[src/rtl/mux_rr_param.sv]
// N-lane round-robin TDM mux with valid/ack handshakes and output backpressure.
// Define MUX_RR_PARITY_EN to add an even-parity bit registered with data_out.
module mux_rr_param #(
    parameter  int WIDTH  = 4,
    parameter  int NUM_CH = 4,
    localparam int CH_W   = $clog2(NUM_CH)
) (
    input  logic                    clk,
    input  logic                    reset,
    input  logic [NUM_CH*WIDTH-1:0] data_in,
    input  logic [NUM_CH-1:0]       valid_in,
    output logic [NUM_CH-1:0]       ack,
    input  logic                    skip_idle,
    input  logic                    ready_in,
    output logic [WIDTH-1:0]        data_out,
    output logic                    valid_out,
    output logic [CH_W-1:0]         ch_out
`ifdef MUX_RR_PARITY_EN
    ,
    output logic                    parity_out
`endif
);

    logic [WIDTH-1:0] lane [NUM_CH];

    for (genvar i = 0; i < NUM_CH; i++) begin : g_lane
        assign lane[i] = data_in[i*WIDTH +: WIDTH];
    end

    logic [WIDTH-1:0] data_q, data_d;
    logic [CH_W-1:0]  ch_q, ch_d;
    logic [CH_W-1:0]  ptr_q, ptr_d;
    logic             valid_q, valid_d;
`ifdef MUX_RR_PARITY_EN
    logic             parity_q, parity_d;
`endif

    logic [CH_W-1:0] sel;
    logic [CH_W-1:0] cand;
    logic            found;
    logic            advance;
    logic            load;

    // Pointer wrap must work for non-power-of-two lane counts.
    function automatic logic [CH_W-1:0] wrap_inc(input logic [CH_W-1:0] p);
        if (p == CH_W'(NUM_CH - 1)) begin
            return '0;
        end
        return p + 1'b1;
    endfunction

    assign advance = !valid_q || ready_in;

    always_comb begin
        cand  = ptr_q;
        sel   = ptr_q;
        found = 1'b0;
        if (skip_idle) begin
            for (int k = 0; k < NUM_CH; k++) begin
                if (!found && valid_in[cand]) begin
                    found = 1'b1;
                    sel   = cand;
                end
                cand = wrap_inc(cand);
            end
        end else begin
            found = valid_in[ptr_q];
        end
        // Strict mode loads even an idle lane, producing an empty slot.
        load = advance && (found || !skip_idle);
    end

    always_comb begin
        ack = '0;
        if (!reset && advance && found) begin
            ack[sel] = 1'b1;
        end
    end

    always_comb begin
        data_d  = data_q;
        ch_d    = ch_q;
        ptr_d   = ptr_q;
        valid_d = valid_q;
`ifdef MUX_RR_PARITY_EN
        parity_d = parity_q;
`endif
        if (advance) begin
            valid_d = found;
            if (load) begin
                data_d = lane[sel];
                ch_d   = sel;
                ptr_d  = wrap_inc(sel);
`ifdef MUX_RR_PARITY_EN
                parity_d = ^lane[sel];
`endif
            end
        end
    end

    always_ff @(posedge clk) begin
        if (reset) begin
            data_q  <= '0;
            ch_q    <= '0;
            ptr_q   <= '0;
            valid_q <= 1'b0;
`ifdef MUX_RR_PARITY_EN
            parity_q <= 1'b0;
`endif
        end else begin
            data_q  <= data_d;
            ch_q    <= ch_d;
            ptr_q   <= ptr_d;
            valid_q <= valid_d;
`ifdef MUX_RR_PARITY_EN
            parity_q <= parity_d;
`endif
        end
    end

    assign data_out  = data_q;
    assign ch_out    = ch_q;
    assign valid_out = valid_q;
`ifdef MUX_RR_PARITY_EN
    assign parity_out = parity_q;
`endif

endmodule

[config.mk]
export PLATFORM = sky130hd
export DESIGN_NAME = mux_rr_param
export DESIGN_NICKNAME = d
export VERILOG_FILES = /design/src/rtl/mux_rr_param.sv
export SDC_FILE = /design/constraint.sdc
export NUM_CORES = 1
export LEC_CHECK = 0
export ABC_AREA = 0
export CAP_MARGIN = 20
export CORE_ASPECT_RATIO = 0.7
export CORE_MARGIN = 3
export CORE_UTILIZATION = 30
export DETAILED_ROUTE_END_ITERATION = 8
export PLACE_DENSITY = 0.65
export SYNTH_ARGS = -nofsm -noshare
export SYNTH_HDL_FRONTEND = slang
export SYNTH_SLANG_ARGS = --single-unit
[constraint.sdc]
create_clock -name clk -period 3 [get_ports clk]
set_clock_uncertainty 0.1 [all_clocks]
set_input_delay 0.6 -clock clk [delete_from_list [all_inputs] [get_ports clk]]
set_output_delay 0.6 -clock clk [all_outputs]
set_load 0.05 [all_outputs]
**Word level (Yosys, flattened, before mapping)**

Index checks and enable logic that the tools add are counted.

- $add $sub $neg: 4
- $lt $le $gt $ge: 7
- Equal/unequal tests: 4
- Mux-type cells: 46
- Bitwise gates (word level): 1
- Reduce and logical (&&, ||, !) cells: 16

Operator list:

| kind | number |
|---|---|
| two-way mux 2 bit | 15 |
| two-way mux 1 bit | 22 |
| less-than comparator 2 x 3 -> 1 bit (second input constant) | 5 |
| two-way mux 4 bit | 3 |
| adder 2 x 1 -> 2 bit (second input constant) | 4 |
| binary-select mux 1 bit (select 2 bit) | 4 |
| binary-select mux 4 bit (select 2 bit) | 1 |
| == test 2 bit (second input constant) | 4 |
| logical AND 1 bit | 7 |
| logical NOT 1 bit | 6 |
| greater-or-equal comparator 3 bit (second input constant) | 1 |
| inverter 2 -> 3 bit | 1 |
| demux 1 bit (select 2 bit) | 1 |
| greater-or-equal comparator 2 x 1 -> 1 bit (second input constant) | 1 |
| logical OR 1 bit | 2 |
| AND reduction 2 bit | 1 |

- Flip-flop bits (word level): 9
- Bits of input ports: 24

**Depth between registers and ports, before layout**

- Depth after elaboration: 25
- Mapped depth: 12

**Worst setup path after synthesis**

No wires, ideal clock.

- Path type: register -> output
- Start point: register ptr_q[0]
- End point: output ack[1]
- Data arrival time: 2.855 ns
- Data required time: 2.300 ns
- Slack: -0.555 ns
- Cell stages (with the launch flop): 9
- Buffers on the path: 0
- Cells stage by stage: dfxtp_1 ha_1 nor2_2 mux4_2 a32oi_1 o21ai_2 o221ai_1 inv_1 nor2_1

- Longest elaborated chain between the ends: 25

Ends and longest elaborated chain:

| element | RTL line | text |
|---|---|---|
| start: declaration | 32 | `logic [CH_W-1:0] ptr_q, ptr_d;` |
| start signal: assignment | 113 | `ptr_q <= ptr_d;` |
| == test 2 bit | 46 | `if (p == CH_W'(NUM_CH - 1)) begin` |
| two-way mux 1 bit | 46 |  |
| two-way mux 1 bit | 58 | `if (skip_idle) begin` |
| two-way mux 2 bit | 49 | `return p + 1'b1;` |
| two-way mux 2 bit | 58 |  |
| == test 2 bit | 46 |  |
| two-way mux 1 bit | 46 |  |
| two-way mux 1 bit | 58 |  |
| (+9 left out) | - |  |
| logical AND 1 bit | 60 | `if (!found && valid_in[cand]) begin` |
| two-way mux 2 bit | 60 |  |
| two-way mux 2 bit | 58 |  |
| less-than comparator 2 x 3 -> 1 bit (not written as such) or greater-or-equal comparator 2 x 1 -> 1 bit (tied branches) | 76 | `ack[sel] = 1'b1;` |
| logical AND 1 bit (not written as such) | 76 |  |
| two-way mux 1 bit (not written as such) | 76 |  |
| demux 1 bit (select 2 bit) | 76 |  |
| two-way mux 4 bit (*) | 75 | `if (!reset && advance && found) begin` |
| end: declaration | 12 | `output logic [NUM_CH-1:0] ack,` |

Every way passes the cells marked *; elsewhere a longest branch is shown, timed or not. The select of a mux whose other input is x is not followed.

**Worst setup path after layout**

- Start point: register ptr_q[0]
- End point: output ack[2]

The elaborated chain is that of the path after synthesis.

==> impl_metrics.py <==
metrics = {
    "timing": {
        "fmax_mhz": 302,
        "min_period_over_period_pct": 110,
        "max_slew_margin_pct": 66.2,
        "setup-violations-final": 4,
        "rsz0062_at_grt": "true",
        "post-route-min-period_ns": 3.31,
        "tns_ns": -0.947,
        "slew_viol_final": 0,
        "final.setup.worst_slack_ns": -0.312,
        "hold_violations": 0,
        "tightest_slew_ns": 0.505,
    },
    "pwr": {
        "clockPowerShare_pct": 6.4,
        "p_per_area_mw_per_mm2": 964,
        "p_comb_share_pct": 84.4,
        "power_switching_mw": 1.03,
        "ir_drop_uv": 702,
        "swShare_pct": 46.2,
        "intPower_mw": 1.20,
        "total_power_mw": 2.22,
        "pwr-share-seq_pct": 9.2,
        "p_leak_nw": 0.974,
    },
    "finish": {
        "final-seq-area_sq_um": 185,
        "final_nets": 279,
        "syn_to_final_growth_pct": 86.3,
        "drive_gt1_share_pct": 44.0,
        "n_antenna_cell": 0,
        "multi_input_area_sq_mm": 0.00109,
        "n_fill_cell": 341,
        "final_cell_area_sq_mm": 0.00230,
        "stdcell_count": 302,
    },
    "synth": {
        "seq_area_frac_synth_pct": 14.6,
        "syn_area_sq_mm": 0.00124,
        "async_reset_ff_share_pct": 0,
        "syn_inst": 162,
        "yosys.area.top_type": "dfxtp_1",
        "syn_area_per_cell_sq_um": 7.63,
        "yosys_warnings": 0,
        "yosys.cell_types.count": 51,
        "syn_nets": 188,
        "synth_edf_count": 0,
        "synth_top_area_share_pct": 14.6,
        "synth_ff_type": "dfxtp_1",
        "synthTopCellsByArea": "dfxtp_1 (15%), mux2i_1 (8.1%), mux4_2 (5.5%)",
        "ys_ff_latch": 9,
    },
    "floorplan": {
        "core_sq_mm": 0.00374,
        "initial_core_util_pct": 33.1,
        "die_y_um": 59.7,
        "die_area_sq_mm": 0.00494,
        "ioPinCount": 35,
        "fp.dieW_um": 82.7,
        "row_count": 18,
    },
    "status": {
        "status": "complete, but fails checks",
        "failed_checks": "setup timing",
    },
    "worst_setup_path": {
        "endpoint": "ack[2]",
        "critPathLaunchType": "flip-flop",
        "setup.worst_path.class": "flip-flop to primary output",
        "worstPathRequired_ns": 2.30,
        "r2r-end": "data_out[2]$_SDFFE_PP0P_",
        "r2r_start": "ptr_q[0]$_SDFFE_PP0P_",
        "cp-end-kind": "primary output",
        "rr_worst_depth": 11,
        "r2r_setup_slack_ns": 0.06,
        "crit_path_start": "ptr_q[0]$_SDFFE_PP0P_",
        "critPathMaxFanout": 5,
        "cp.arrival_ns": 2.61,
    },
    "route": {
        "wl_per_cell_um": 16.0,
        "drc": 0,
        "met1_length_um": 2450,
        "via_per_inst": 5.34,
        "dr_wl_met3_um": 316,
        "vias": 1613,
        "dr.pass1.iters": 4,
        "final_antenna_net_count": 0,
        "dr.first_iter.drc_count": 115,
        "dr_wl_met2_um": 2060,
        "dr.max_layer_used": "met3",
        "drt_wl_total_um": 4830,
    },
    "clocking": {
        "cts_root_buf": "clkbuf_8",
        "clock_sinks": 9,
        "worst_skew_pair.late_latency_ns": 0.23,
        "cts_tree": "yes",
        "ctsHtreeMaxLevel": 1,
        "numCtsBuffers": 3,
        "clockBufferDepth": 2,
        "cts.clk_slew.worst_paths_ns": 0.05,
        "ctsHoldBuffers": 0,
    },
    "placement": {
        "placed_area_sq_mm": 0.00212,
        "numPortBuffers": 34,
        "pre_cts_ws_ns": -0.720,
        "dp_cells": 286,
        "globalplace.congestion": 0.885,
        "hpwl_um": 3730,
    },
    "worst_hold_path": {
        "hp-class": "flip-flop to flip-flop",
        "hold_depth": 2,
    },
    "grt": {
        "grt_pass1_vias": 1652,
        "grt-ovfl-total": 0,
        "grt_max_degree": 14,
        "grt_use_total_pct": 20.5,
        "grt_pass1_wl_um": 7780,
        "antenna_found_initial": 0,
    },
    "run": {
        "max_cap_viol_count": 0,
    },
}
==> worst min path at each step <==
stage | startpoint | end | slack, ns
6_report | data_out[1]$_SDFFE_PP0P_ | data_out[1]$_SDFFE_PP0P_ | 0.39
5_1_grt | data_out[0]$_SDFFE_PP0P_ | data_out[0]$_SDFFE_PP0P_ | 0.43
4_1_cts | data_out[1]$_SDFFE_PP0P_ | data_out[1]$_SDFFE_PP0P_ | 0.40
3_5_place_dp | ch_out[1]$_SDFFE_PP0P_ | ch_out[1]$_SDFFE_PP0P_ | 0.39
3_3_place_gp | data_out[0]$_SDFFE_PP0P_ | data_out[0]$_SDFFE_PP0P_ | 0.39
2_1_floorplan | ptr_q[1]$_SDFFE_PP0P_ | ptr_q[1]$_SDFFE_PP0P_ | 0.43
==> synth_stat cells (2+ instances only) <==
| master | number |
|---|---|
| nand2b_1 | 7 |
| mux2i_1 | 10 |
| o21ai_0 | 2 |
| nor2_1 | 16 |
| and3_1 | 2 |
| o21ai_2 | 2 |
| mux4_2 | 3 |
| nand4_1 | 2 |
| nand2_1 | 8 |
| nor3b_1 | 5 |
| o311ai_0 | 2 |
| a2111oi_0 | 2 |
| nor2b_1 | 8 |
| dfxtp_1 | 9 |
| clkbuf_1 | 6 |
| inv_1 | 14 |
| nand3_1 | 6 |
| a221oi_1 | 2 |
| buf_2 | 5 |
| a21oi_1 | 3 |
| nor3_1 | 2 |
| o31ai_1 | 3 |
| ha_1 | 2 |
| o32ai_1 | 3 |
| and2_1 | 2 |
| a221o_1 | 4 |
| a31oi_1 | 4 |
| a211oi_1 | 5 |
==> registers in the layout, indices dropped and copies added (netlist names) <==
| signal | flops |
|---|---|
| ch_out | 2 |
| valid_out | 1 |
| data_out | 4 |
| ptr_q | 2 |
==> worst max-delay path: stages, from the launching register on <==
cell and delay, ns:
dfxtp_4 0.36, buf_6 0.13, buf_6 0.12, nor2_4 0.12, mux4_2 0.61, a221o_1 0.42
and2_4 0.19, inv_4 0.06, ha_4 0.10, and2_4 0.14, buf_12 0.13
==> metrics by stage <==
step	utilization, %	hold WS, ns
5_1_grt	61.6	0.427
6_report	61.6	0.392
2_1_floorplan	-	0.432
4_1_cts	60.7	0.397
3_5_place_dp	56.7	0.392
3_3_place_gp	56.7	0.385
==> power groups by stage <==
stage | combinational, mW | sequential [mW] | clock (mW)
3_5_place_dp | 1.62 | 0.207 | 0
2_1_floorplan | 0.841 | 0.339 | 0
3_3_place_gp | 1.62 | 0.204 | 0
4_1_cts | 1.79 | 0.205 | 0.146
6_report | 1.87 | 0.205 | 0.142
5_1_grt | 1.99 | 0.211 | 0.155
==> metal layers <==
| metal | vias to the layer above | global-route usage (%) |
|---|---|---|
| met2 | 45 | 31.2 |
| met4 | 0 | 0 |
| met5 | - | 0 |
| met3 | 0 | 4.82 |
| met1 | 770 | 31.1 |
| li1 | 798 | - |
==> cell type report <==
class / instances / area share (%)
Clock inverter: 1 / 0.217
Multi-Input combinational cell: 126 / 47.5
Tap cell: 50 / 2.72
Sequential cell: 9 / 8.04
Timing Repair Buffer: 99 / 37.3
Clock buffer: 3 / 1.79
Inverter: 14 / 2.39
==> repair_timing <==
action	4_1_cts	5_1_grt
pin swaps	15	7
setup endpoints to repair	8	8
setup buffers	12	1
resized for setup	28	8
==> placed cells by master (no fill, tap or decap), types with 4 or more instances in the layout <==
cell             synthesis  routed
buf_4                    1      62
clkdlybuf4s50_1          0      26
nor2_1                  16      14
inv_1                   14      11
nor2b_1                  8       8
mux2i_1                 10       8
nand2b_1                 7       7
dfxtp_1                  9       7
nand2_1                  8       6
nand3_1                  6       6
nor3b_1                  5       5
a221o_1                  4       4
a211oi_1                 5       4
buf_2                    5       4
buf_12                   0       4
==> cells by family after synthesis <==
kind of cell / share of synthesized area, %
compound gates: 31.8
buf+inv: 9.62
flops: 14.6
fa+ha+maj: 2.02
mux: 14.5
simple gates: 27.5
Power figures use the tool's default switching activity.
